## src/rtl/bbox_extractor.sv

```systemverilog
// bbox_extractor: scans a raster-order binary foreground mask, merges
// horizontal foreground runs into up to 16 bounding-box slots and publishes
// the box list once per frame in the overlay stage's packed 43-bit format:
//   [42] flag, [41:32] ymax, [31:21] xmax, [20:11] ymin, [10:0] xmin
// Optional build macro: BOX_SIZE_FILTER_EN. When defined, boxes narrower
// than MIN_W or shorter than MIN_H publish with flag 0 but keep their
// coordinates. When undefined, every active slot publishes with flag 1.
module bbox_extractor #(
  parameter int H_PIXEL   = 1024,
  parameter int V_PIXEL   = 768,
  parameter int MERGE_GAP = 4,
  parameter int MIN_W     = 4,
  parameter int MIN_H     = 4
) (
  input  logic              sys_clk,
  input  logic              sys_rst,
  input  logic              pre_wr_en,
  input  logic              pre_hs,
  input  logic              pre_vs,
  input  logic              bin_data,
  output logic [15:0][42:0] pos_data,
  output logic              pos_valid,
  output logic [4:0]        obj_cnt,
  output logic              overflow
);

  localparam int         NSLOT  = 16;
  localparam logic [10:0] X_LAST = 11'(H_PIXEL - 1);
  localparam logic [9:0]  Y_LAST = 10'(V_PIXEL - 1);
  localparam logic [11:0] GAP_X  = 12'(MERGE_GAP);
  localparam logic [10:0] GAP_Y  = 11'(MERGE_GAP);
  localparam logic [1:0]  ST_SCAN    = 2'd0;
  localparam logic [1:0]  ST_FLUSH   = 2'd1;
  localparam logic [1:0]  ST_PUBLISH = 2'd2;

  logic [1:0]  state_reg;
  logic        vs_d_reg;
  logic [10:0] cnt_x_reg;
  logic [9:0]  cnt_y_reg;
  logic        run_open_reg, run_open_next;
  logic [10:0] run_xs_reg, run_xs_next;
  logic        pend_valid_reg;
  logic [10:0] pend_xs_reg, pend_xe_reg;
  logic [9:0]  pend_y_reg;
  logic        slot_act_reg  [NSLOT];
  logic [10:0] slot_xmin_reg [NSLOT];
  logic [10:0] slot_xmax_reg [NSLOT];
  logic [9:0]  slot_ymin_reg [NSLOT];
  logic [9:0]  slot_ymax_reg [NSLOT];
  logic        overflow_w_reg;
  logic [15:0][42:0] pos_data_reg;
  logic        pos_valid_reg;
  logic [4:0]  obj_cnt_reg;
  logic        overflow_reg;

  // Line sync carries no information the pixel counters do not already have.
  logic unused_hs;
  assign unused_hs = pre_hs;

  logic vs_rise, frame_end, discard, publish;
  assign vs_rise   = pre_vs & ~vs_d_reg;
  assign frame_end = (state_reg == ST_SCAN) && pre_wr_en && !vs_rise &&
                     (cnt_x_reg == X_LAST) && (cnt_y_reg == Y_LAST);
  // A frame sync in the middle of a frame throws the partial frame away.
  assign discard   = vs_rise && (state_reg == ST_SCAN) &&
                     ((cnt_x_reg != 11'd0) || (cnt_y_reg != 10'd0));
  assign publish   = (state_reg == ST_PUBLISH);

  // Run open/close detection on the current pixel.
  logic        run_close;
  logic [10:0] close_xs, close_xe;
  always_comb begin
    run_close     = 1'b0;
    close_xs      = run_xs_reg;
    close_xe      = cnt_x_reg - 11'd1;
    run_open_next = run_open_reg;
    run_xs_next   = run_xs_reg;
    if (vs_rise) begin
      run_open_next = 1'b0;
    end else if (pre_wr_en) begin
      if (bin_data) begin
        if (!run_open_reg || (cnt_x_reg == 11'd0)) begin
          run_xs_next = cnt_x_reg;
          close_xs    = cnt_x_reg;
        end
        if (cnt_x_reg == X_LAST) begin
          run_close     = 1'b1;
          close_xe      = X_LAST;
          run_open_next = 1'b0;
        end else begin
          run_open_next = 1'b1;
        end
      end else if (run_open_reg) begin
        run_close     = 1'b1;
        run_open_next = 1'b0;
      end
    end
  end

  // Per-slot match test (1 bit wider so the gap addition cannot wrap),
  // size test and published entry.
  logic [NSLOT-1:0] slot_hit, slot_flag, size_ok;
  logic [42:0]      slot_entry [NSLOT];
  generate
    for (genvar gi = 0; gi < NSLOT; gi++) begin : g_slot
      assign slot_hit[gi] = slot_act_reg[gi] &&
        ({1'b0, pend_xs_reg} <= {1'b0, slot_xmax_reg[gi]} + GAP_X) &&
        ({1'b0, pend_xe_reg} + GAP_X >= {1'b0, slot_xmin_reg[gi]}) &&
        ({1'b0, pend_y_reg} <= {1'b0, slot_ymax_reg[gi]} + GAP_Y);
      assign size_ok[gi] =
        ({1'b0, slot_xmax_reg[gi]} + 12'd1 >= {1'b0, slot_xmin_reg[gi]} + 12'(MIN_W)) &&
        ({1'b0, slot_ymax_reg[gi]} + 11'd1 >= {1'b0, slot_ymin_reg[gi]} + 11'(MIN_H));
`ifdef BOX_SIZE_FILTER_EN
      assign slot_flag[gi] = slot_act_reg[gi] && size_ok[gi];
`else
      assign slot_flag[gi] = slot_act_reg[gi];
`endif
      assign slot_entry[gi] = slot_act_reg[gi] ?
        {slot_flag[gi], slot_ymax_reg[gi], slot_xmax_reg[gi],
         slot_ymin_reg[gi], slot_xmin_reg[gi]} : 43'd0;
    end
  endgenerate

`ifndef BOX_SIZE_FILTER_EN
  logic unused_size_ok;
  assign unused_size_ok = &{1'b0, size_ok};
`endif

  // Lowest-index matching slot, lowest-index free slot, and flag popcount.
  logic       hit_any, free_any;
  logic [3:0] hit_idx, free_idx;
  logic [4:0] flag_cnt;
  always_comb begin
    hit_any  = 1'b0;
    hit_idx  = 4'd0;
    free_any = 1'b0;
    free_idx = 4'd0;
    flag_cnt = 5'd0;
    for (int i = NSLOT - 1; i >= 0; i--) begin
      if (slot_hit[i]) begin
        hit_any = 1'b1;
        hit_idx = 4'(i);
      end
      if (!slot_act_reg[i]) begin
        free_any = 1'b1;
        free_idx = 4'(i);
      end
    end
    for (int i = 0; i < NSLOT; i++) flag_cnt = flag_cnt + 5'(slot_flag[i]);
  end

  // Frame-sync edge detect and raster pixel counters.
  always_ff @(posedge sys_clk or posedge sys_rst) begin
    if (sys_rst) begin
      vs_d_reg  <= 1'b0;
      cnt_x_reg <= 11'd0;
      cnt_y_reg <= 10'd0;
    end else begin
      vs_d_reg <= pre_vs;
      if (vs_rise) begin
        cnt_x_reg <= 11'd0;
        cnt_y_reg <= 10'd0;
      end else if (pre_wr_en) begin
        if (cnt_x_reg == X_LAST) begin
          cnt_x_reg <= 11'd0;
          cnt_y_reg <= (cnt_y_reg == Y_LAST) ? 10'd0 : cnt_y_reg + 10'd1;
        end else begin
          cnt_x_reg <= cnt_x_reg + 11'd1;
        end
      end
    end
  end

  // Open-run tracking and the one-entry pending run register.
  always_ff @(posedge sys_clk or posedge sys_rst) begin
    if (sys_rst) begin
      run_open_reg   <= 1'b0;
      run_xs_reg     <= 11'd0;
      pend_valid_reg <= 1'b0;
      pend_xs_reg    <= 11'd0;
      pend_xe_reg    <= 11'd0;
      pend_y_reg     <= 10'd0;
    end else begin
      run_open_reg   <= run_open_next;
      run_xs_reg     <= run_xs_next;
      pend_valid_reg <= run_close;
      if (run_close) begin
        pend_xs_reg <= close_xs;
        pend_xe_reg <= close_xe;
        pend_y_reg  <= cnt_y_reg;
      end
    end
  end

  // Slot table: merge or allocate the pending run; cleared on publish/discard.
  always_ff @(posedge sys_clk or posedge sys_rst) begin
    if (sys_rst) begin
      overflow_w_reg <= 1'b0;
      for (int i = 0; i < NSLOT; i++) begin
        slot_act_reg[i]  <= 1'b0;
        slot_xmin_reg[i] <= 11'd0;
        slot_xmax_reg[i] <= 11'd0;
        slot_ymin_reg[i] <= 10'd0;
        slot_ymax_reg[i] <= 10'd0;
      end
    end else if (publish || discard) begin
      overflow_w_reg <= 1'b0;
      for (int i = 0; i < NSLOT; i++) slot_act_reg[i] <= 1'b0;
    end else if (pend_valid_reg) begin
      if (hit_any) begin
        if (pend_xs_reg < slot_xmin_reg[hit_idx]) slot_xmin_reg[hit_idx] <= pend_xs_reg;
        if (pend_xe_reg > slot_xmax_reg[hit_idx]) slot_xmax_reg[hit_idx] <= pend_xe_reg;
        slot_ymax_reg[hit_idx] <= pend_y_reg;
      end else if (free_any) begin
        slot_act_reg[free_idx]  <= 1'b1;
        slot_xmin_reg[free_idx] <= pend_xs_reg;
        slot_xmax_reg[free_idx] <= pend_xe_reg;
        slot_ymin_reg[free_idx] <= pend_y_reg;
        slot_ymax_reg[free_idx] <= pend_y_reg;
      end else begin
        overflow_w_reg <= 1'b1;
      end
    end
  end

  // Frame sequencer: SCAN -> FLUSH -> PUBLISH -> SCAN.
  always_ff @(posedge sys_clk or posedge sys_rst) begin
    if (sys_rst) begin
      state_reg <= ST_SCAN;
    end else begin
      case (state_reg)
        ST_SCAN:  if (frame_end) state_reg <= ST_FLUSH;
        ST_FLUSH: state_reg <= ST_PUBLISH;
        default:  state_reg <= ST_SCAN;
      endcase
    end
  end

  // Published outputs; held until the next publish.
  always_ff @(posedge sys_clk or posedge sys_rst) begin
    if (sys_rst) begin
      pos_data_reg  <= '0;
      pos_valid_reg <= 1'b0;
      obj_cnt_reg   <= 5'd0;
      overflow_reg  <= 1'b0;
    end else begin
      pos_valid_reg <= publish;
      if (publish) begin
        for (int i = 0; i < NSLOT; i++) pos_data_reg[i] <= slot_entry[i];
        obj_cnt_reg  <= flag_cnt;
        overflow_reg <= overflow_w_reg;
      end
    end
  end

  assign pos_data  = pos_data_reg;
  assign pos_valid = pos_valid_reg;
  assign obj_cnt   = obj_cnt_reg;
  assign overflow  = overflow_reg;

endmodule
```

## config.mk

```make
export PLATFORM = sky130hd
export DESIGN_NAME = bbox_extractor
export DESIGN_NICKNAME = d
export VERILOG_FILES = /design/src/rtl/bbox_extractor.sv
export SDC_FILE = /design/constraint.sdc
export NUM_CORES = 2
export LEC_CHECK = 0
export CAP_MARGIN = 40
export CORE_UTILIZATION = 53
export CTS_CLUSTER_SIZE = 20
export DETAILED_ROUTE_END_ITERATION = 6
export GPL_ROUTABILITY_DRIVEN = 0
export PLACE_DENSITY_LB_ADDON = 0.15
export SLEW_MARGIN = 20
export SYNTH_ARGS = -nofsm -noshare
export SYNTH_HDL_FRONTEND = slang
export SYNTH_SLANG_ARGS = --single-unit
```

## constraint.sdc

```tcl
create_clock -name sys_clk -period 51.7 [get_ports sys_clk]
set_clock_uncertainty 0.05 [all_clocks]
set_input_delay 10.34 -clock sys_clk [delete_from_list [all_inputs] [get_ports sys_clk]]
set_output_delay 10.34 -clock sys_clk [all_outputs]
set_load 0.005 [all_outputs]
```

==> impl_metrics.csv <==
group,metric,value,unit
run_status,status,"finished clean",
timing,min_period,14.20,ns
cts,cts.repair.resized,0,
cts,ctsRootBufferMaster,"clkbuf_16",
placed_design,hpwlAfterDp,189,mm
cts,clock_sinks,1453,
critical_path,crit_path_start_kind,"input pin",
yosys,synth_edf_count,0,
floorplanning,initial_core_util,0.536,
timing,max_freq,0.0704,GHz
floorplanning,fp.dieW,381,um
cts,cts_tree,"yes",
yosys,yosysSeqAreaShare,0.477,
timing,rsz0062_at_grt,"false",
yosys,synth-seq-cells,1453,
critical_path,path_max_fanout,20,
floorplanning,design.die.area,145000,um^2
yosys,synth_area,76200,um^2
routing,wl_per_cell,26.3,um
timing,hold_violations,0,
timing,slew_headroom,0.304,
critical_path,cpPeakStageDelay,0.74,ns
timing,fin_crit_sh,0.275,
final_layout,fillers,11417,
floorplanning,core,142000,um^2
hold_path,holdCritStartpoint,"pos_data[102]$_DFFE_PP0P_",
final_layout,final_core_utilization,0.644,
timing,hold_slack,0.412,ns
routing,vias_per_cell,6.13,
cts,cts_hold_buf,0,
placed_design,portBuffers,699,
critical_path,critPathRequiredTime,52.34,ns
routing,drc,0,
cts,postCtsSetupBuffers,0,
critical_path,crit_family,"simple AND/OR/NAND/NOR gates",
yosys,yosysWarnings,0,
hold_path,hold-path-endpoint,"pos_data[102]$_DFFE_PP0P_",
yosys,avgSynthCellArea,9.96,um^2
routing,first_pass_iters,7,
yosys,syn_inst,7657,
run,drv_cap,0,
floorplanning,die_h,381,um
global_routing,grt_max_degree,217,
cts,htree_levels,4,
final_layout,final_area,91500,um^2
floorplanning,pin_count,701,
final_layout,area_growth,20.0,%
cts,clockBufferDepth,3,
final_layout,drive_gt1_frac,0.140,
timing,finalSetupTns,0,ns
pwr,p_per_area,31.4,nW/um^2
routing,ant_nets,0,
critical_path,timing.rr.end,"slot_xmin_reg[137]$_DFFE_PP0P_",
cts,clk_pin_slew,0.06,ns
timing,setup_ws,37.50,ns
timing,setup_viol,0,
placed_design,place_ws,36.35,ns
critical_path,critical_path.slowest_cell,"nand2_1",
timing,max_slew.worst_pin.slew,1.04,ns
critical_path,crit_arrival,14.84,ns
floorplanning,rows,138,
cts,cts_buffers,159,
routing,drtIter0Drc,6087,
global_routing,overflow,0,
global_routing,grt_pass1_vias,62332,
routing,wl,270,mm
final_layout,finalNetCount,8825,
global_routing,grt_first_pass_wirelength,400,mm
final_layout,ff_latch_area,36400,um^2
yosys,synth_nets,8250,
timing,drv_slew,0,
routing,vias,62875,
critical_path,path_cells,"clkdlybuf4s50_1, nand2b_1, a41oi_1, o21bai_4, buf_16, and2_1, o21a_1, nand2_1, nor2b_1, buf_4, mux2_2",
critical_path,worstReg2RegStart,"pend_xe_reg[0]$_DFFE_PP0P_",
yosys,async_flop_share,1.00,
placed_design,dpl_cell_area,85700,um^2
hold_path,hold_depth,2,
yosys,ys.flop_type,"dfrtp_1",
final_layout,multi_input_area,37100,um^2
hold_path,min_path_type,"register to register",
critical_path,critPathBufInv,3,
critical_path,r2r_slack,40.44,ns
pwr,leakage,44.6,nW
final_layout,largest_reg_flops,688,
cts,insertion_delay,0.82,ns
critical_path,worstRegToRegCells,29,
pwr,peakVddDrop,0.0300,mV
global_routing,antenna_found_initial,5,
global_routing,grtUsageTotal,0.368,
yosys,ys_types,87,
critical_path,end_kind,"register",
critical_path,worst-setup-path-type,"input pin to register",
[worst max-delay path by stage]
stage,from,endpoint,cells after the start
2_1_floorplan,sys_rst,cnt_x_reg[0]$_DFFE_PP0P_,1
3_3_place_gp,sys_rst,slot_ymax_reg[15]$_DFFE_PP0P_,7
3_5_place_dp,sys_rst,pos_data[638]$_DFFE_PP0P_,8
4_1_cts,sys_rst,pos_data[639]$_DFFE_PP0P_,8
5_1_grt,pre_vs,slot_xmin_reg[65]$_DFFE_PP0P_,11
6_report,pre_vs,slot_xmin_reg[57]$_DFFE_PP0P_,11
[routing by layer]
metal,GRT usage,up-vias,share of wire
met5,0,-,0.000048
met4,0.234,2,0.072
met3,0.113,868,0.10
met2,0.544,2930,0.43
met1,0.468,31248,0.39
li1,-,27827,-
[final cells by class]
| cell class | count | area share |
|---|---|---|
| Antenna cell | 4 | 0.000109 |
| Clock buffer | 232 | 0.0515 |
| Clock inverter | 53 | 0.00874 |
| Inverter | 294 | 0.0122 |
| Multi-Input combinational cell | 5454 | 0.406 |
| Sequential cell | 1453 | 0.398 |
| Tap cell | 1890 | 0.0259 |
| Timing Repair Buffer | 870 | 0.0975 |
[synth_stat cells (28+ instances only)]
| cell type | instances | share of area |
|---|---|---|
| o211ai_1 | 51 | 0.0050 |
| mux2_2 | 640 | 0.095 |
| nand2b_1 | 28 | 0.0023 |
| nand4_1 | 88 | 0.0072 |
| a211oi_1 | 96 | 0.0095 |
| nor2b_1 | 44 | 0.0036 |
| a211o_1 | 30 | 0.0034 |
| nor3_1 | 42 | 0.0028 |
| dfrtp_1 | 1453 | 0.48 |
| inv_1 | 289 | 0.014 |
| buf_1 | 40 | 0.0020 |
| a21o_1 | 52 | 0.0051 |
| ha_1 | 577 | 0.095 |
| a21oi_1 | 201 | 0.013 |
| nand3_1 | 744 | 0.049 |
| nand2_1 | 1548 | 0.076 |
| clkbuf_1 | 369 | 0.018 |
| o21ai_0 | 194 | 0.013 |
| o31ai_1 | 140 | 0.014 |
| o21a_1 | 36 | 0.0035 |
| xnor2_1 | 94 | 0.011 |
| nor2_1 | 308 | 0.015 |
| xor2_1 | 137 | 0.016 |
| mux2i_1 | 39 | 0.0051 |
| and3_1 | 53 | 0.0043 |
| buf_2 | 40 | 0.0026 |
[through the flow]
step / power, mW / instances
after floorplan: 1.48 / 7657
after global placement: 1.65 / 9909
after detailed placement: 1.67 / 9949
after CTS: 2.87 / 10234
after global routing: 2.97 / 10248
final: 2.87 / 10250
[worst min-delay path, delay by kind of cell (launching register included)]
kind             cells  cell delay, ns
and+or+nand+nor      2            0.09
DFF                  1            0.34
[cells in the final DEF (no fill, tap or decap), drive strengths merged, types with 17 or more instances in the layout]
master,Yosys,layout
nor3,42,42
mux2,659,659
nand2b,28,28
nor2,308,308
nand2,1550,1550
and4,19,19
o21ai,203,203
o31ai,140,140
o22ai,20,20
ha,577,577
nand4,88,88
a211o,30,30
clkinv,3,33
o211ai,51,51
xnor2,94,94
buf,87,169
clkbuf,369,233
a211oi,97,97
and3,53,53
mux2i,39,39
o21a,36,36
bufinv,0,17
a21oi,201,201
a21o,52,52
nand3,744,744
clkdlybuf4s50,0,699
inv,291,294
dfrtp,1453,1453
xor2,137,137
nor2b,44,44
[power by group]
part	internal, mW	switching (mW)
clock network	0.717	0.484
logic	0.168	0.311
registers	1.15	0.0389
[kinds of logic after synthesis]
kind of cell,after synthesis,share of synthesized area
simple gates,2943,0.169
mux,698,0.103
xor+xnor,231,0.0265
compound gates,995,0.0884
buf+inv,750,0.0381
flops,1453,0.477
fa+ha+maj,587,0.0973
No activity file was read; power rests on OpenSTA's default activity.
